`src/rtl/regfile_write_port_if.sv`:
```
// Write-port bus: WB-stage valid/ready write request, array write outputs,
// FIFO occupancy and the two read-side bypass ports.
interface regfile_write_port_if #(
  parameter int NUM_REGS = 32,
  parameter int ADDR_W   = 5,
  parameter int DATA_W   = 64,
  parameter int DEPTH    = 2
);
  localparam int CNT_W = $clog2(DEPTH) + 1;

  logic                wr_valid;
  logic                wr_ready;
  logic [ADDR_W-1:0]   wr_addr;
  logic [DATA_W-1:0]   wr_data;
  logic [NUM_REGS-1:0] reg_en;
  logic [DATA_W-1:0]   reg_wdata;
  logic [CNT_W-1:0]    pend_cnt;
  logic [ADDR_W-1:0]   rd_addr_a;
  logic [ADDR_W-1:0]   rd_addr_b;
  logic                byp_hit_a;
  logic                byp_hit_b;
  logic [DATA_W-1:0]   byp_data_a;
  logic [DATA_W-1:0]   byp_data_b;

  modport slave (
    input  wr_valid, wr_addr, wr_data, rd_addr_a, rd_addr_b,
    output wr_ready, reg_en, reg_wdata, pend_cnt,
           byp_hit_a, byp_hit_b, byp_data_a, byp_data_b
  );

  modport master (
    output wr_valid, wr_addr, wr_data, rd_addr_a, rd_addr_b,
    input  wr_ready, reg_en, reg_wdata, pend_cnt,
           byp_hit_a, byp_hit_b, byp_data_a, byp_data_b
  );
endinterface

```
`src/rtl/regfile_write_port.sv`:
```
// Register-file write port: small write-back FIFO drained one entry per cycle
// into a registered one-hot enable, with youngest-first bypass for two read ports.
// Define REGFILE_XZR_DROP_EN to silently drop writes to the zero register.
module regfile_write_port #(
  parameter int NUM_REGS = 32,
  parameter int ADDR_W   = 5,
  parameter int DATA_W   = 64,
  parameter int DEPTH    = 2,
  parameter int ZERO_REG = 31
) (
  input  logic                 clk,
  input  logic                 reset_n,
  regfile_write_port_if.slave  bus
);
  localparam int PTR_W = $clog2(DEPTH);
  localparam int CNT_W = $clog2(DEPTH) + 1;
  localparam logic [ADDR_W-1:0] ZERO_ADDR = ADDR_W'(ZERO_REG);
  localparam logic [CNT_W-1:0]  FULL_CNT  = CNT_W'(DEPTH);

  logic [ADDR_W-1:0]   addr_q [DEPTH];
  logic [DATA_W-1:0]   data_q [DEPTH];
  logic [DEPTH-1:0]    vld_q, vld_d;
  logic [PTR_W-1:0]    head_q, tail_q;
  logic [CNT_W-1:0]    cnt_q, cnt_d;
  logic [NUM_REGS-1:0] reg_en_q;
  logic [DATA_W-1:0]   reg_wdata_q;

  logic                ready;
  logic                push;
  logic                enq;
  logic                pop;

  logic [ADDR_W-1:0]   rd [2];
  logic [1:0]          hit;
  logic [DATA_W-1:0]   hdata [2];
  logic [PTR_W-1:0]    idx;

  // Gating with reset_n keeps wr_ready low for the whole reset window.
  assign ready = reset_n && (cnt_q != FULL_CNT);
  assign push  = bus.wr_valid && ready;
  assign pop   = (cnt_q != '0);

`ifdef REGFILE_XZR_DROP_EN
  assign enq = push && (bus.wr_addr != ZERO_ADDR);
`else
  assign enq = push;
`endif

  assign cnt_d = cnt_q + CNT_W'(enq) - CNT_W'(pop);

  always_comb begin
    vld_d = vld_q;
    if (pop) vld_d[head_q] = 1'b0;
    if (enq) vld_d[tail_q] = 1'b1;
  end

  always_ff @(posedge clk or negedge reset_n) begin
    if (!reset_n) begin
      head_q      <= '0;
      tail_q      <= '0;
      cnt_q       <= '0;
      vld_q       <= '0;
      reg_en_q    <= '0;
      reg_wdata_q <= '0;
      for (int k = 0; k < DEPTH; k++) begin
        addr_q[k] <= '0;
        data_q[k] <= '0;
      end
    end else begin
      if (pop) begin
        reg_en_q    <= NUM_REGS'(1) << addr_q[head_q];
        reg_wdata_q <= data_q[head_q];
        head_q      <= head_q + PTR_W'(1);
      end else begin
        reg_en_q    <= '0;
      end
      if (enq) begin
        addr_q[tail_q] <= bus.wr_addr;
        data_q[tail_q] <= bus.wr_data;
        tail_q         <= tail_q + PTR_W'(1);
      end
      vld_q <= vld_d;
      cnt_q <= cnt_d;
    end
  end

  assign rd[0] = bus.rd_addr_a;
  assign rd[1] = bus.rd_addr_b;

  // Output stage first, then FIFO oldest to newest so the youngest match wins.
  always_comb begin
    hit      = '0;
    hdata[0] = '0;
    hdata[1] = '0;
    idx      = '0;
    for (int p = 0; p < 2; p++) begin
      if (rd[p] != ZERO_ADDR) begin
        if (reg_en_q[rd[p]]) begin
          hit[p]   = 1'b1;
          hdata[p] = reg_wdata_q;
        end
        for (int k = 0; k < DEPTH; k++) begin
          idx = head_q + PTR_W'(k);
          if (vld_q[idx] && (addr_q[idx] == rd[p])) begin
            hit[p]   = 1'b1;
            hdata[p] = data_q[idx];
          end
        end
      end
    end
  end

  assign bus.wr_ready   = ready;
  assign bus.reg_en     = reg_en_q;
  assign bus.reg_wdata  = reg_wdata_q;
  assign bus.pend_cnt   = cnt_q;
  assign bus.byp_hit_a  = hit[0];
  assign bus.byp_hit_b  = hit[1];
  assign bus.byp_data_a = hdata[0];
  assign bus.byp_data_b = hdata[1];

endmodule
```
`src/flat_wrapper.sv`:
```
// flat-port wrapper written by rule: the top's interface ports become plain ports
module regfile_write_port_flat 
#(
  parameter int NUM_REGS = 32,
  parameter int ADDR_W   = 5,
  parameter int DATA_W   = 64,
  parameter int DEPTH    = 2,
  parameter int ZERO_REG = 31
)
  (clk, reset_n, bus_wr_valid, bus_wr_addr, bus_wr_data, bus_rd_addr_a, bus_rd_addr_b, bus_wr_ready, bus_reg_en, bus_reg_wdata, bus_pend_cnt, bus_byp_hit_a, bus_byp_hit_b, bus_byp_data_a, bus_byp_data_b);
  regfile_write_port_if #(.NUM_REGS(NUM_REGS), .ADDR_W(ADDR_W), .DATA_W(DATA_W), .DEPTH(DEPTH)) bus_i ();
  input  logic clk;
  input  logic reset_n;
  input wire logic [$bits(bus_i.wr_valid)-1:0] bus_wr_valid;
  input wire logic [$bits(bus_i.wr_addr)-1:0] bus_wr_addr;
  input wire logic [$bits(bus_i.wr_data)-1:0] bus_wr_data;
  input wire logic [$bits(bus_i.rd_addr_a)-1:0] bus_rd_addr_a;
  input wire logic [$bits(bus_i.rd_addr_b)-1:0] bus_rd_addr_b;
  output wire logic [$bits(bus_i.wr_ready)-1:0] bus_wr_ready;
  output wire logic [$bits(bus_i.reg_en)-1:0] bus_reg_en;
  output wire logic [$bits(bus_i.reg_wdata)-1:0] bus_reg_wdata;
  output wire logic [$bits(bus_i.pend_cnt)-1:0] bus_pend_cnt;
  output wire logic [$bits(bus_i.byp_hit_a)-1:0] bus_byp_hit_a;
  output wire logic [$bits(bus_i.byp_hit_b)-1:0] bus_byp_hit_b;
  output wire logic [$bits(bus_i.byp_data_a)-1:0] bus_byp_data_a;
  output wire logic [$bits(bus_i.byp_data_b)-1:0] bus_byp_data_b;
  assign bus_i.wr_valid = bus_wr_valid;
  assign bus_i.wr_addr = bus_wr_addr;
  assign bus_i.wr_data = bus_wr_data;
  assign bus_i.rd_addr_a = bus_rd_addr_a;
  assign bus_i.rd_addr_b = bus_rd_addr_b;
  assign bus_wr_ready = bus_i.wr_ready;
  assign bus_reg_en = bus_i.reg_en;
  assign bus_reg_wdata = bus_i.reg_wdata;
  assign bus_pend_cnt = bus_i.pend_cnt;
  assign bus_byp_hit_a = bus_i.byp_hit_a;
  assign bus_byp_hit_b = bus_i.byp_hit_b;
  assign bus_byp_data_a = bus_i.byp_data_a;
  assign bus_byp_data_b = bus_i.byp_data_b;
  regfile_write_port #(.NUM_REGS(NUM_REGS), .ADDR_W(ADDR_W), .DATA_W(DATA_W), .DEPTH(DEPTH), .ZERO_REG(ZERO_REG)) u_core (.clk(clk), .reset_n(reset_n), .bus(bus_i));
endmodule
```
`config.mk`:
```
export PLATFORM = sky130hd
export DESIGN_NAME = regfile_write_port_flat
export DESIGN_NICKNAME = d
export VERILOG_FILES = /design/src/rtl/regfile_write_port_if.sv /design/src/rtl/regfile_write_port.sv /design/src/flat_wrapper.sv
export SDC_FILE = /design/constraint.sdc
export NUM_CORES = 1
export LEC_CHECK = 0
export ABC_CLOCK_PERIOD_IN_PS = 2300
export BUFFER_PORTS_ARGS = -buffer_cell sky130_fd_sc_hd__buf_2
export CAP_MARGIN = 10
export CELL_PAD_IN_SITES_DETAIL_PLACEMENT = 0
export CELL_PAD_IN_SITES_GLOBAL_PLACEMENT = 2
export CORE_MARGIN = 3
export CORE_UTILIZATION = 31
export CTS_CLUSTER_SIZE = 10
export DETAILED_ROUTE_END_ITERATION = 10
export PLACE_DENSITY_LB_ADDON = 0.1
export REMOVE_ABC_BUFFERS = 1
export SLEW_MARGIN = 20
export SYNTH_ARGS = -nofsm -noshare
export SYNTH_HDL_FRONTEND = slang
export SYNTH_SLANG_ARGS = --single-unit
```
`constraint.sdc`:
```
create_clock -name clk -period 2.3 [get_ports clk]
set_input_delay 0.115 -clock clk [delete_from_list [all_inputs] [get_ports clk]]
set_output_delay 0.115 -clock clk [all_outputs]
set_load 0.05 [all_outputs]
```
==> flow_summary_export.csv <==
group,metric,value,unit
cells_and_area,drive_gt1_frac,0.527,
setup_path,crit_family,"buffers and inverters",
floorplanning,fp-row-count,79,
setup_path,arrival,3.34,ns
synth,synth_top_family_by_area,"multiplexers",
sta,rsz0062_at_grt,"yes",
pwr,ir_worst_vdd,1.16,mV
clock_network,clk_pin_slew_worst_paths,0.06,ns
pwr,cellPowerDensity,1710,mW/mm^2
sta,relSlewSlack,0.489,
detailed_routing,wl_met1,30200,um
place,io_buffers,310,
detailed_routing,drc,0,
clock_network,clock_latency,0.58,ns
synth,syn_avg_cell_area,10.2,um^2
floorplanning,initial_core_util,0.315,
synth,ys.flop_type,"dfrtp_1",
synth,ys_seq_elements,240,
sta,period_minus_slack,3.46,ns
clock_network,root_buffer,"clkbuf_16",
detailed_routing,vias,14593,
clock_network,cts_tree,"built",
floorplanning,die_height,224,um
setup_path,rr_endpoint,"u_core.bus.reg_en[27]",
pwr,total_power,41.3,mW
detailed_routing,wl_per_cell,26.1,um
cells_and_area,fin_nets,2073,
sta,tightest_slew,0.766,ns
setup_path,cp_max_fo,8,
detailed_routing,routed_wl,68300,um
outcome,outcome,"complete, but fails checks",
place,gp_congestion,0.801,
outcome,violations,"negative setup slack",
sta,finalMaxSlewViolations,0,
detailed_routing,firstDrtPassIters,5,
sta,finalSetupViolCount,130,
cells_and_area,utilization,0.517,
setup_path,slowest_delay,0.51,ns
global_routing,grt_pass1_vias,14710,
setup_path,crit_path_end_kind,"primary output",
detailed_routing,met2_length,32600,um
global_routing,grt-ovfl-total,0,
detailed_routing,routed_via_density,5.58,
synth,synth_adder_area_share,0,
sta,max_freq,289,MHz
place,dp_hpwl,39200,um
synth,synth_compound_area_frac,0.188,
clock_network,cts_buffer_depth,3,
detailed_routing,top_layer,"met5",
cells_and_area,syn_to_final_growth,64.0,%
floorplanning,boundaryPins,311,
sta,fin_ws,-1.16,ns
setup_path,crit_cells,11,
global_routing,grt_use_total,0.254,
flow_run,cap_viol_max_count,0,
floorplanning,coreArea,0.0467,mm^2
global_routing,grt_first_pass_wirelength,97500,um
pwr,p_leak,10.3,nW
worst_hold_path,worst_hold_path_type,"in -> async",
synth,synth-simple-area-share,0.113,
floorplanning,fp.dieArea,0.0501,mm^2
setup_path,crit_chain,"buf_12 -> buf_6 -> mux2i_4 -> xnor2_2 -> a2111o_2 -> or2_4 -> buf_12 -> clkbuf_16 -> o221ai_2 -> and3_4 -> buf_8",
setup_path,required,2.18,ns
setup_path,crit_top_cell,"buf_12",
setup_path,crit_path_start_kind,"flip-flop",
synth,async_flop_share,1.00,
detailed_routing,met3_length,3720,um
global_routing,antenna_found_initial,3,
synth,yosysSeqAreaShare,0.409,
cells_and_area,multiInputGateArea,0.00946,mm^2
synth,synth_edf_count,0,
clock_network,cts.sinks,240,
cells_and_area,regArea,0.00601,mm^2
detailed_routing,ant_nets,0,
setup_path,crit_buf_inv,5,
setup_path,rrSetupSlack,0.10,ns
floorplanning,die_w,224,um
setup_path,worstSetupPathType,"reg -> out",
sta,clock_skew,0.0110,ns
synth,muxShareOfSynthArea,0.225,
clock_network,cts_buffers,30,
detailed_routing,drt_iter0_markers,948,
synth,yosysUniqueCellTypes,40,
clock_network,h-tree-depth,1,
setup_path,critPathSlowestCell,"dfrtp_4",
synth,yosysWarnings,0,
sta,period_share,1.50,
setup_path,worstReg2RegStart,"u_core.head_q",
global_routing,grt_max_degree,122,
synth,synth_xor_area_frac,0.0107,
setup_path,reg2regPathDepth,7,
sta,hold_viol_final,0,
synth,synthCells,1440,
cells_and_area,fillers,4254,
synth,syn_area,0.0147,mm^2
==> repair_timing <==
item                       4_1_cts  5_1_grt
gates cloned                    25       11
hold endpoints to repair       381        0
hold buffers                    71        0
setup buffers                   30       21
setup endpoints to repair      130      131
gates resized for setup        423      245
pin swaps                       58      115
==> sequential cells by signal (all words and copies together) (netlist names) <==
register and count:
u_core.tail_q 1, u_core.bus.reg_wdata 64, u_core.vld_q 2, u_core.head_q 1
u_core.data_q 128, u_core.bus.pend_cnt 2, u_core.addr_q 10, u_core.bus.reg_en 32
==> placed cells by master (no fill, tap or decap), drive strengths merged, types with 2 or more instances in the layout <==
cell and instances:
a211o 2, a211oi 66, a21oi 72, a22oi 16, a311oi 64, and2 5
and3 66, buf 592, clkbuf 58, dfrtp 240, dlygate4sd3 71, inv 4
mux2 139, mux2i 170, nand2 85, nand2b 9, nand3 2, nand4 2
nor2 93, nor2b 4, nor3 77, nor4 2, o21ai 71, o221ai 64
o22ai 2, or2 7, xnor2 15, xor2 3
==> stage by stage <==
step	cell area (um^2)	instances	hold slack [ns]	TNS [ns]	setup WS [ns]
finish	24100	2617	0.213	-138.53	-1.16
global route	24100	2617	0.303	-149.35	-1.23
CTS	22600	2592	0.273	-144.31	-1.19
detailed placement	18400	2416	0.287	-84.27	-0.762
global placement	18400	2416	0.270	-85.50	-0.843
floorplan	13900	1285	-0.181	-1580.62	-8.16
==> layout make-up <==
class,count,share of cell area
multi-input cells,1042,0.392
clock buffers,49,0.0387
clock inverters,1,0.00125
repair buffers,673,0.286
well taps,607,0.0315
flip-flops and latches,240,0.249
diodes,1,0.000104
inverters,4,0.000623
==> report_power, final <==
group	internal, mW	switching [mW]	leakage [nW]	total, mW
clock	2.83	1.92	0.471	4.75
combinational	11.9	16.8	6.98	28.6
sequential	6.09	1.81	2.86	7.89
==> cells in the mapped netlist (38+ instances only) <==
cell type | number | area, um^2
buf_2 | 38 | 190
o21ai_0 | 71 | 355
a311oi_1 | 64 | 561
o221ai_1 | 64 | 561
mux2_2 | 139 | 1570
clkbuf_1 | 84 | 315
nor2_1 | 93 | 349
nor3_1 | 77 | 385
and3_1 | 66 | 413
a21oi_1 | 72 | 360
mux2i_1 | 166 | 1660
a211oi_2 | 50 | 626
nand2_1 | 85 | 319
dfrtp_1 | 240 | 6010
==> kinds of logic (layout without fill, tap and decap cells) <==
| logic type | count (synthesis) | count (layout) |
|---|---|---|
| XOR/XNOR | 18 | 18 |
| AO/OA/AOI/OAI | 361 | 361 |
| multiplexers | 309 | 309 |
| other | 0 | 1 |
| flip-flops | 240 | 240 |
| AND/OR/NAND/NOR | 353 | 354 |
| buffers and inverters | 159 | 727 |
==> worst max path at each step <==
stage | start | end | slack (ns)
after floorplan | u_core.head_q | bus_byp_data_a[62] | -8.16
after global placement | u_core.head_q | bus_byp_data_a[5] | -0.84
after detailed placement | u_core.head_q | bus_byp_data_a[57] | -0.76
after CTS | u_core.head_q | bus_byp_data_a[23] | -1.19
after global routing | u_core.head_q | bus_byp_data_b[30] | -1.23
final | u_core.head_q | bus_byp_data_b[54] | -1.16
==> worst reg2reg max path: stages, from the launching register on <==
cell,delay [ns]
dfrtp_4,0.51
buf_8,0.16
mux2i_4,0.19
buf_6,0.12
buf_4,0.13
or3_1,0.40
or2_2,0.33
nor3_1,0.23
==> routing by layer <==
metal,GRT usage,vias to the layer above
met5,0,-
met4,0.0528,4
met2,0.432,471
met3,0.0396,102
met1,0.345,7462
li1,-,6554
No activity file was read; power rests on OpenSTA's default activity.
